==> config.mk <==
export PLATFORM = sky130hd
export DESIGN_NAME = alipi_logit_approx_flat
export DESIGN_NICKNAME = d
export VERILOG_FILES = /design/src/rtl/alipi_sigmoid_pkg.sv /design/src/rtl/alipi_logit_approx_if.sv /design/src/rtl/alipi_logit_approx_fmt.sv /design/src/rtl/alipi_logit_approx.sv /design/src/flat_wrapper.sv
export SDC_FILE = /design/constraint.sdc
export NUM_CORES = 1
export LEC_CHECK = 0
export CORE_UTILIZATION = 31
export CTS_CLUSTER_DIAMETER = 40
export DETAILED_ROUTE_END_ITERATION = 6
export PLACE_DENSITY_LB_ADDON = 0.08
export SETUP_SLACK_MARGIN = 0.15
export SYNTH_ARGS = -nofsm -noshare
export SYNTH_HDL_FRONTEND = slang
export SYNTH_HIERARCHICAL = 1
export SYNTH_SLANG_ARGS = --single-unit
export TNS_END_PERCENT = 20
==> constraint.sdc <==
create_clock -name clk -period 6.45 [get_ports clk]
set_clock_uncertainty 0.1 [all_clocks]
set_input_delay 0.645 -clock clk [delete_from_list [all_inputs] [get_ports clk]]
set_output_delay 0.645 -clock clk [all_outputs]
set_load 0.02 [all_outputs]
==> src/rtl/alipi_sigmoid_pkg.sv <==
// alipi_sigmoid_pkg: shared state encoding and Q8.8 constants for the sigmoid/logit blocks
package alipi_sigmoid_pkg;
  typedef enum logic [1:0] {IDLE, NORM, DONE} state_t;
  localparam logic [15:0] ONE = 16'h0100;
  localparam logic [15:0] HALF = 16'h0080;
  localparam logic [15:0] QUARTER = 16'h0040;
  localparam logic [15:0] DEF_SAT_POS = 16'h7FFF;
  localparam logic [15:0] DEF_SAT_NEG = 16'h8000;
endpackage

==> src/rtl/alipi_logit_approx_if.sv <==
// alipi_logit_approx_if: probability-in / argument-out valid-ready handshake
interface alipi_logit_approx_if;
  logic [15:0] in_y;
  logic in_valid;
  logic in_ready;
  logic [15:0] out_x;
  logic out_valid;
  logic out_ready;
  modport master(output in_y, in_valid, out_ready, input in_ready, out_x, out_valid);
  modport slave(input in_y, in_valid, out_ready, output in_ready, out_x, out_valid);
endinterface

==> src/rtl/alipi_logit_approx_fmt.sv <==
// logit_result_fmt: maps normalised (side, n, g) to the Q8.8 logit result
module logit_result_fmt
  import alipi_sigmoid_pkg::*;
(
  input  logic        side,
  input  logic [7:0]  n,
  input  logic [7:0]  g,
  output logic [15:0] x
);
  logic [7:0] d, pos_f, neg_f;
  always_comb begin
    d = 8'd128 - g;
    pos_f = (g[7:6] == 2'b11) ? 8'hFF : {g[5:0], 2'b00};
    neg_f = {d[5:0], 2'b00};
    x = side ? {~n, neg_f} + ONE : {n, pos_f};
  end
endmodule

==> src/rtl/alipi_logit_approx.sv <==
// alipi_logit_approx: sequential inverse of the piecewise sigmoid, one normalising shift per cycle
module alipi_logit_approx
  import alipi_sigmoid_pkg::*;
#(
  parameter logic [15:0] SAT_POS = DEF_SAT_POS,
  parameter logic [15:0] SAT_NEG = DEF_SAT_NEG
) (
  input  logic clk,
  input  logic rst_n,
  input  logic ena,
  output logic busy,
  alipi_logit_approx_if.slave bus
);
  state_t state, state_n;
  logic [7:0] g, g_n, n, n_n;
  logic side, side_n, v, v_n, met;
  logic [15:0] x, x_n, fmt_x, y;
  logit_result_fmt u_fmt (.side(side), .n(n), .g(g), .x(fmt_x));
  assign y = bus.in_y;
  // negative side stops once g exceeds a quarter, positive side once g reaches a half
  assign met = side ? (g > QUARTER[7:0]) : g[7];
  assign bus.in_ready = (state == IDLE) && ena;
  assign bus.out_x = x;
  assign bus.out_valid = v;
  assign busy = state != IDLE;
  always_comb begin
    state_n = state;
    g_n = g;
    n_n = n;
    side_n = side;
    x_n = x;
    v_n = v;
    if (!ena) begin
      state_n = IDLE;
      x_n = '0;
      v_n = 1'b0;
    end else begin
      case (state)
        IDLE: if (bus.in_valid) begin
          state_n = DONE;
          v_n = 1'b1;
          if (y[15] || y == '0) x_n = SAT_NEG;
          else if (y >= ONE) x_n = SAT_POS;
          else if (y > QUARTER && y < HALF) x_n = '0;
          else begin
            state_n = NORM;
            v_n = 1'b0;
            side_n = y < HALF;
            g_n = (y < HALF) ? y[7:0] : 8'(ONE - y);
            n_n = '0;
          end
        end
        NORM: if (met) begin
          x_n = fmt_x;
          v_n = 1'b1;
          state_n = DONE;
        end else begin
          g_n = g << 1;
          n_n = n + 8'd1;
        end
        DONE: if (bus.out_ready) begin
          v_n = 1'b0;
          state_n = IDLE;
        end
        default: state_n = IDLE;
      endcase
    end
  end
  always_ff @(posedge clk or negedge rst_n) begin
    if (!rst_n) begin
      state <= IDLE;
      g <= '0;
      n <= '0;
      side <= 1'b0;
      x <= '0;
      v <= 1'b0;
    end else begin
      state <= state_n;
      g <= g_n;
      n <= n_n;
      side <= side_n;
      x <= x_n;
      v <= v_n;
    end
  end
endmodule

==> src/flat_wrapper.sv <==
// flat-port wrapper written by rule: the top's interface ports become plain ports
module alipi_logit_approx_flat import alipi_sigmoid_pkg::*;
#(
  parameter logic [15:0] SAT_POS = DEF_SAT_POS,
  parameter logic [15:0] SAT_NEG = DEF_SAT_NEG
)
  (clk, rst_n, ena, busy, bus_in_y, bus_in_valid, bus_out_ready, bus_in_ready, bus_out_x, bus_out_valid);
  alipi_logit_approx_if bus_i ();
  input  logic clk;
  input  logic rst_n;
  input  logic ena;
  output logic busy;
  input wire logic [$bits(bus_i.in_y)-1:0] bus_in_y;
  input wire logic [$bits(bus_i.in_valid)-1:0] bus_in_valid;
  input wire logic [$bits(bus_i.out_ready)-1:0] bus_out_ready;
  output wire logic [$bits(bus_i.in_ready)-1:0] bus_in_ready;
  output wire logic [$bits(bus_i.out_x)-1:0] bus_out_x;
  output wire logic [$bits(bus_i.out_valid)-1:0] bus_out_valid;
  assign bus_i.in_y = bus_in_y;
  assign bus_i.in_valid = bus_in_valid;
  assign bus_i.out_ready = bus_out_ready;
  assign bus_in_ready = bus_i.in_ready;
  assign bus_out_x = bus_i.out_x;
  assign bus_out_valid = bus_i.out_valid;
  alipi_logit_approx #(.SAT_POS(SAT_POS), .SAT_NEG(SAT_NEG)) u_core (.clk(clk), .rst_n(rst_n), .ena(ena), .busy(busy), .bus(bus_i));
endmodule
== Yosys cells after proc, flatten, opt, wreduce, memory -nomap -nowiden ==
Index checks and enable logic that the tools add are counted.

* Register bits after elaboration: 36
* Input bits: 21
* Output and inout port bits: 19
* Word-level logic and storage cells: 83

* Add/sub/neg operators: 4
* Magnitude comparators: 4
* Equality and inequality tests: 14
* Multiplexer cells: 39
* Bitwise logic cells: 4
* Reduce and logical (&&, ||, !) cells: 12

{| class="wikitable"
|+ Operators by type and width
! operator !! count
|-
| 2-to-1 mux 16 bit || 7
|-
| 2-to-1 mux 8 bit || 12
|-
| case mux 16 bit (2 select lines) || 1
|-
| case mux 8 bit (2 select lines) || 2
|-
| adder 16 x 9 -> 16 bit, second input constant || 1
|-
| >= comparator 16 x 9 -> 1 bit, second input constant || 1
|-
| greater-than comparator 16 x 7 -> 1 bit, second input constant || 1
|-
| logical NOT 16 bit || 1
|-
| less-than comparator 16 x 8 -> 1 bit, second input constant || 1
|-
| 2-to-1 mux 2 bit || 7
|-
| != test 2 bit, second input constant || 5
|-
| adder 8 x 1 -> 8 bit, second input constant || 1
|-
| greater-than comparator 8 x 7 -> 1 bit, second input constant || 1
|-
| 2-to-1 mux 1 bit || 8
|-
| NOT 8 bit || 1
|-
| AND reduction 4 bit || 2
|-
| subtractor 1 x 8 -> 8 bit, first input constant || 1
|-
| AND reduction 7 bit || 1
|-
| != test 3 bit, second input constant || 2
|-
| case mux 2 bit (3 select lines) || 1
|-
| AND reduction 6 bit || 1
|-
| subtractor 1 x 6 -> 6 bit, first input constant || 1
|-
| != test 5 bit, second input constant || 1
|-
| equality test 2 bit, second input constant || 2
|-
| 11 further kinds || 15
|}

== Depth between registers and ports, before layout ==
Gate-level depths: netlist of the first run.

* Depth after elaboration: 8
* Depth in mapped cells: 10
* Mapped depth without buffers: 7

== Modules after synthesis ==
The synthesis of the first run kept the hierarchy.

{| class="wikitable"
|+ Modules (own cells, without submodules)
! module !! times used !! cells an instance !! area each (µm²) !! sequential area each (µm²)
|-
| alipi_logit_approx || 1 || 238 || 2,225.9 || 900.9
|-
| logit_result_fmt || 1 || 47 || 321.6 || 0.0
|}

== Least setup slack after synthesis of the first run ==
OpenSTA, ideal clock, no wires.

* Path type: input to register
* Start point: input bus_in_y[0]
* End point: register u_core.n[3]
* Library setup time: 0.080 ns
* Arrival time: 2.299 ns
* Required time: 6.270 ns
* Path slack: 3.971 ns
* Stages on the path: 9
* Path buffers: 2
* Cell sequence: inv_1 ha_1 nor3b_2 a211oi_1 or3_1 buf_2 or2_4 buf_6 o211ai_2

* Longest elaborated chain between the ends: 4
* Elaborated cells on any way between the ends: 10
* Those cells by class: order compare: 3; eq/ne: 3; reduce/logical: 4

{| class="wikitable"
|+ RTL lines
! item !! line !! text
|-
| start: declaration || flat_wrapper.sv:13 || <nowiki>input wire logic [$bits(bus_i.in_y)-1:0] bus_in_y;</nowiki>
|-
| greater-than comparator 16 x 7 -> 1 bit (tied with other cells) || alipi_logit_approx.sv:44 || <nowiki>else if (y > QUARTER && y < HALF) x_n = '0;</nowiki>
|-
| logical AND 1 bit or logical OR 1 bit (tied branches) || alipi_logit_approx.sv:44, alipi_logit_approx.sv:42 ||
|-
| != test 2 bit (no line) || - ||
|-
| AND reduction 7 bit (no line) * || - ||
|-
| end signal: assignment || alipi_logit_approx.sv:80 || <nowiki>n <= n_n;</nowiki>
|-
| end: declaration || alipi_logit_approx.sv:15 || <nowiki>logic [7:0] g, g_n, n, n_n;</nowiki>
|}

Mark *: on every way between the ends. The rest lies on a longest branch, timed or not.
A chain may end at the register's enable or synchronous reset.

== Worst setup path after layout of the first run ==
* Start point: input ena
* End point: output bus_in_ready

* Longest elaborated chain between the ends: 1

{| class="wikitable"
|+ RTL lines
! item !! line !! text
|-
| start: declaration || flat_wrapper.sv:11 || <nowiki>input logic ena;</nowiki>
|-
| logical AND 1 bit || alipi_logit_approx.sv:22 || <nowiki>assign bus.in_ready = (state == IDLE) && ena;</nowiki>
|-
| end: declaration || flat_wrapper.sv:16 || <nowiki>output wire logic [$bits(bus_i.in_ready)-1:0] bus_in_ready;</nowiki>
|}

Every way passes these cells.

==> flow_summary.json, run 1 <==
{
  "outcome": "finished clean",
  "crit_start": "ena",
  "rows": 32,
  "antenna_found_initial": 0,
  "drc": 0,
  "max_slew.worst_pin.slew_ns": 0.931,
  "setup-violations-final": 0,
  "clock-sinks": 36,
  "rsz0062_at_grt": "false",
  "fin_area_sq_mm": 0.00307,
  "synthDistinctLibCells": 50,
  "syn-cell-area_sq_mm": 0.00255,
  "dp_cells": 409,
  "htree_levels": 2,
  "hold_buffers": 0,
  "cp_data_required_time_ns": 5.70,
  "vias": 2157,
  "synth_ff_type": "dfrtp_1",
  "yosysWarnings": 6,
  "syn_avg_cell_area_sq_um": 8.94,
  "synth_nets": 313,
  "min_period_ns": 3.31,
  "die_area_sq_mm": 0.00858,
  "max_freq_ghz": 0.302,
  "syn2layout_area_growth_pct": 20.6,
  "drive_gt1_share_pct": 7.30,
  "cts_root_buf": "clkbuf_8",
  "synth-edff-count": 0,
  "grt_max_degree": 37,
  "hold_viol": 0,
  "pre_cts_ws_ns": 3.06,
  "die_w_um": 92.7,
  "drt-total-wl_mm": 6.22,
  "n_antenna_cell": 0,
  "place_area_sq_mm": 0.00298,
  "async_flop_share_pct": 100,
  "hold_path.class": "register to register",
  "port_buffers": 39,
  "grt_pass1_wl_mm": 10.5,
  "io-pin-count": 40,
  "start_util_pct": 32.5,
  "whs_ns": 0.437,
  "reg2reg_from": "u_core/state[1]",
  "finalCritPeriodShare_pct": 51.3,
  "p_per_area_mw_per_mm2": 225,
  "grt_pass1_vias": 2024,
  "cts_resized": 0,
  "cts_tree": "yes",
  "clock_path_buffers": 2,
  "crit_path_end_kind": "primary output",
  "synth-seq-cells": 36,
  "fp.dieH_um": 92.7,
  "seq_area_frac_synth_pct": 35.4,
  "path_class": "input pin to primary output",
  "hp-start": "u_core/bus.out_x[4]",
  "clk_latency_ns": 0.29,
  "gp_congestion": 0.743,
  "path_clk_slew_ns": 0.08,
  "core_sq_mm": 0.00785,
  "ant_nets": 0,
  "cp_max_fo": 24,
  "dp_hpwl_mm": 4.32,
  "relSlewSlack_pct": 37.9,
  "num-nets-final": 342,
  "ir_drop_uv": 124,
  "drt_iter0_drc": 125,
  "synth_cells": 285,
  "fin_setup_tns_ns": 0,
  "via_per_inst": 5.17,
  "finalMaxSlewViolations": 0,
  "drt-wirelength-per-cell_um": 14.9,
  "p_leak_nw": 1.26,
  "nFillCells": 827,
  "worst_setup_path_start_kind": "input pin",
  "fin_ws_ns": 3.14,
  "cts_buffers": 5,
  "cap_violations": 0,
  "fin_cells": 417,
  "arrival_ns": 2.56,
  "post_cts_buffers": 0,
  "grt_overflow": 0,
  "first_pass_iters": 4,
  "grt_use_total_pct": 15.7
}
-- registers in the layout, indices dropped and copies added, names as in the netlist --
register	flops
u_core/n	8
u_core/bus.out_valid	1
u_core/bus.out_x	16
u_core/g	8
u_core/side	1
u_core/state	2
-- layer usage --
metal  global-route usage (%)  share of wire, %  vias to the layer above
li1                         -                 -                     1095
met1                     23.3                53                     1010
met2                     23.0                43                       44
met3                     2.46               3.1                        8
met4                     5.00               1.2                        0
met5                        0                 0                        -
-- layout by cell type (no fill, tap or decap), drive strengths merged, types with 6 or more instances in the layout --
master and count:
o21ai 45, clkdlybuf4s50 39, dfrtp 36, nand2 27, mux2i 24, inv 15, nand3 11, or3 9
o211ai 9, a31oi 7, nor2 7, xnor2 7, ha 7, clkbuf 6, nand2b 6
-- stage by stage --
stage	util, %	total power, mW
floorplan	-	0.442
global route	39.1	0.733
global placement	38.0	0.522
finish	39.1	0.690
detailed placement	38.0	0.524
CTS	39.1	0.699
-- cells in the mapped netlist (4+ instances only) --
cell type / number / area (sq um)
a31oi_1: 7 / 43.8
dfrtp_1: 36 / 901
o21ai_0: 25 / 125
nor3_1: 4 / 20.0
o211ai_2: 4 / 50.1
nand2b_1: 6 / 37.5
o31ai_1: 4 / 30.0
nand3b_1: 5 / 37.5
mux2i_1: 24 / 240
clkbuf_1: 10 / 37.5
nand3_1: 11 / 55.1
nor2_1: 7 / 26.3
or3_1: 7 / 43.8
nand2_1: 27 / 101
xnor2_1: 7 / 61.3
o211ai_1: 5 / 37.5
o21ai_1: 20 / 100
inv_1: 14 / 52.6
ha_1: 7 / 87.6
-- report_power, final --
part           switching (mW)  leakage, nW  internal, mW
combinational           0.110        0.731         0.101
sequential             0.0452        0.477         0.260
clock                  0.0877       0.0510        0.0854
-- path summary, 6_finish.rpt --
kind                                        end  slack (ns)  cells after the start
min in group asynchronous  u_core/bus.out_valid        0.67                      2
max in group asynchronous           u_core/g[1]        5.22                      2
hold / removal              u_core/bus.out_x[4]        0.44                      2
hold reg to reg             u_core/bus.out_x[4]        0.44                      2
setup / recovery                   bus_in_ready        3.14                      3
setup reg to reg                    u_core/g[5]        3.26                      7
-- critical path, stage by stage --
cell and delay [ns]:
clkdlybuf4s50_1 1.04, and2_1 0.26, clkdlybuf4s50_1 0.62
-- final cells by class --
| cell class | count | area [sq um] | share of cell area, % |
|---|---|---|---|
| tap | 102 | 128 | 4.15 |
| clock inverter | 2 | 10.0 | 0.326 |
| timing repair buffer | 40 | 398 | 13.0 |
| multi-input combinational | 216 | 1500 | 48.7 |
| inverter | 15 | 56.3 | 1.83 |
| sequential | 36 | 901 | 29.3 |
| clock buffer | 6 | 82.6 | 2.69 |
-- cell families after synthesis --
logic type | synth area share, %
simple gates | 20.4
compound gates | 20.7
flops | 35.4
buf+inv | 5.89
mux | 10.8
xor+xnor | 3.44
fa+ha+maj | 3.44
No activity file was read; power rests on OpenSTA's default activity.
==> inputs of run 2 (changes only) <==
- clock period: 6.45 -> 3.4 ns (I/O delays scaled with it)
==> run 2 against run 1 <==
  * Non-clock buffer count grew 8
  * Final cell count grew 1.9%
  * Core utilization grew 0.73 points
  * Power grew 90%
  * Register-to-register slack lost 2.2 ns
  * Critical path depth grew 5
  * Design area grew 1.9%
  * Die area is the same
  * Count of clock-buffer cells in the layout grew 2
  * Sequential power grew 90%
  * Wire length grew 0.19%
  * Combinational power grew 94%
==> flow_summary.json, run 2 (synthesis results as in run 1) <==
{
  "finalCritPeriodShare_pct": 73.2,
  "rows": 32,
  "htree_levels": 2,
  "hold_path.class": "register to register",
  "grt.met1_usage_pct": 23.4,
  "gp_congestion": 0.790,
  "num-nets-final": 350,
  "min_period_ns": 2.49,
  "dp_hpwl_mm": 4.57,
  "core_sq_mm": 0.00785,
  "outcome": "finished clean",
  "cts_resized": 0,
  "max_freq_ghz": 0.402,
  "p_per_area_mw_per_mm2": 419,
  "crit_path_end_kind": "register",
  "fin_cells": 425,
  "drt_iter0_drc": 85,
  "drc": 0,
  "drive_gt1_share_pct": 8.98,
  "die_w_um": 92.7,
  "drt-wirelength-per-cell_um": 14.7,
  "relSlewSlack_pct": 31.9,
  "cap_violations": 0,
  "multiInputGateArea_sq_mm": 0.00150,
  "mostFrequentLayoutCell": "clkdlybuf4s50_1",
  "setup-violations-final": 0,
  "syn2layout_area_growth_pct": 22.8,
  "met2_usage_pct": 23.3,
  "path_class": "input pin to register",
  "clock_path_buffers": 2,
  "cp_max_fo": 14,
  "ant_nets": 0,
  "grt_pass1_vias": 2040,
  "largest_reg_flops": 16,
  "cts_tree": "yes",
  "rsz0062_at_grt": "false",
  "arrival_ns": 2.59,
  "post_cts_buffers": 0,
  "first_pass_iters": 4,
  "die_area_sq_mm": 0.00858,
  "max_slew.worst_pin.slew_ns": 1.02,
  "port_buffers": 39,
  "mostFrequentLayoutCells": "39 x clkdlybuf4s50_1, 36 x dfrtp_1, 27 x nand2_1",
  "start_util_pct": 32.5,
  "seq_area_sq_um": 901,
  "worst_setup_path_start_kind": "input pin",
  "finalMaxSlewViolations": 0,
  "grt_max_degree": 28,
  "cts_buffers": 5,
  "n_antenna_cell": 0,
  "cts_root_buf": "clkbuf_8",
  "grt_pass1_wl_mm": 10.7,
  "cp_data_required_time_ns": 3.50,
  "path_clk_slew_ns": 0.07,
  "hold_buffers": 0,
  "fin_setup_tns_ns": 0,
  "clk_latency_ns": 0.29,
  "grt_overflow": 0,
  "ir_drop_uv": 190,
  "busiest_layer": "met1",
  "clock-sinks": 36,
  "gr-usage-met3_pct": 2.87,
  "antenna_found_initial": 0,
  "dp_cells": 417,
  "vias": 2167,
  "via_per_inst": 5.10,
  "grt_use_total_pct": 15.8,
  "fp.dieH_um": 92.7,
  "p_leak_nw": 1.29,
  "drt-total-wl_mm": 6.24,
  "io-pin-count": 40,
  "hold_viol": 0,
  "nFillCells": 809
}
==> run 2: cell count changes in the layout (fill, tap and decap cells not counted), sizes merged <==
cell	before	now
buf	1	9
clkbuf	6	8
clkinv	2	0
==> run 2: final timing paths <==
path,from,endpoint,slack (ns),cells after the start
max,bus_in_y[0],u_core/g[5],0.91,8
max in group asynchronous,rst_n,u_core/n[7],1.98,2
max reg2reg,u_core/state[1],u_core/bus.out_x[14],1.02,9
min,u_core/bus.out_x[10],u_core/bus.out_x[10],0.44,2
min reg2reg,u_core/bus.out_x[10],u_core/bus.out_x[10],0.44,2
min in group asynchronous,rst_n,u_core/state[1],0.51,1
==> run 2: metrics by stage <==
step / total power [mW] / hold slack [ns] / area [sq um] / setup slack (ns) / utilization, %
floorplan: 0.839 / -0.0556 / 2550 / 1.16 / -
global placement: 0.999 / 0.424 / 3040 / 0.680 / 38.7
detailed placement: 1.00 / 0.428 / 3040 / 0.619 / 38.7
CTS: 1.33 / 0.442 / 3130 / 0.916 / 39.9
global route: 1.40 / 0.463 / 3130 / 0.739 / 39.9
finish: 1.31 / 0.436 / 3130 / 0.911 / 39.9
==> run 2: layout make-up <==
type	instances	share of cell area (%)
clock buffers	8	2.88
inverters	15	1.80
multi-input cells	216	47.8
flip-flops and latches	36	28.8
well taps	102	4.08
repair buffers	48	14.6
==> run 2: report_power, final <==
part | internal (mW) | switching [mW] | total (mW) | leakage, nW
Clock | 0.166 | 0.158 | 0.324 | 0.0455
Combinational | 0.199 | 0.211 | 0.410 | 0.771
Sequential | 0.494 | 0.0858 | 0.579 | 0.477
==> run 2: critical path, cell delays in order <==
cell and delay [ns]:
clkdlybuf4s50_1 0.43, inv_1 0.09, ha_1 0.16, nor3b_2 0.36
a211oi_1 0.14, or3_1 0.45, or2_4 0.36, o31ai_1 0.25
==> run 2: routing by layer <==
metal / wire [um] / share of wire [%] / vias up
met5: 0 / 0 / -
met4: 51 / 0.82 / 0
met3: 239 / 3.8 / 4
met2: 2640 / 42 / 41
met1: 3310 / 53 / 1015
li1: - / - / 1107
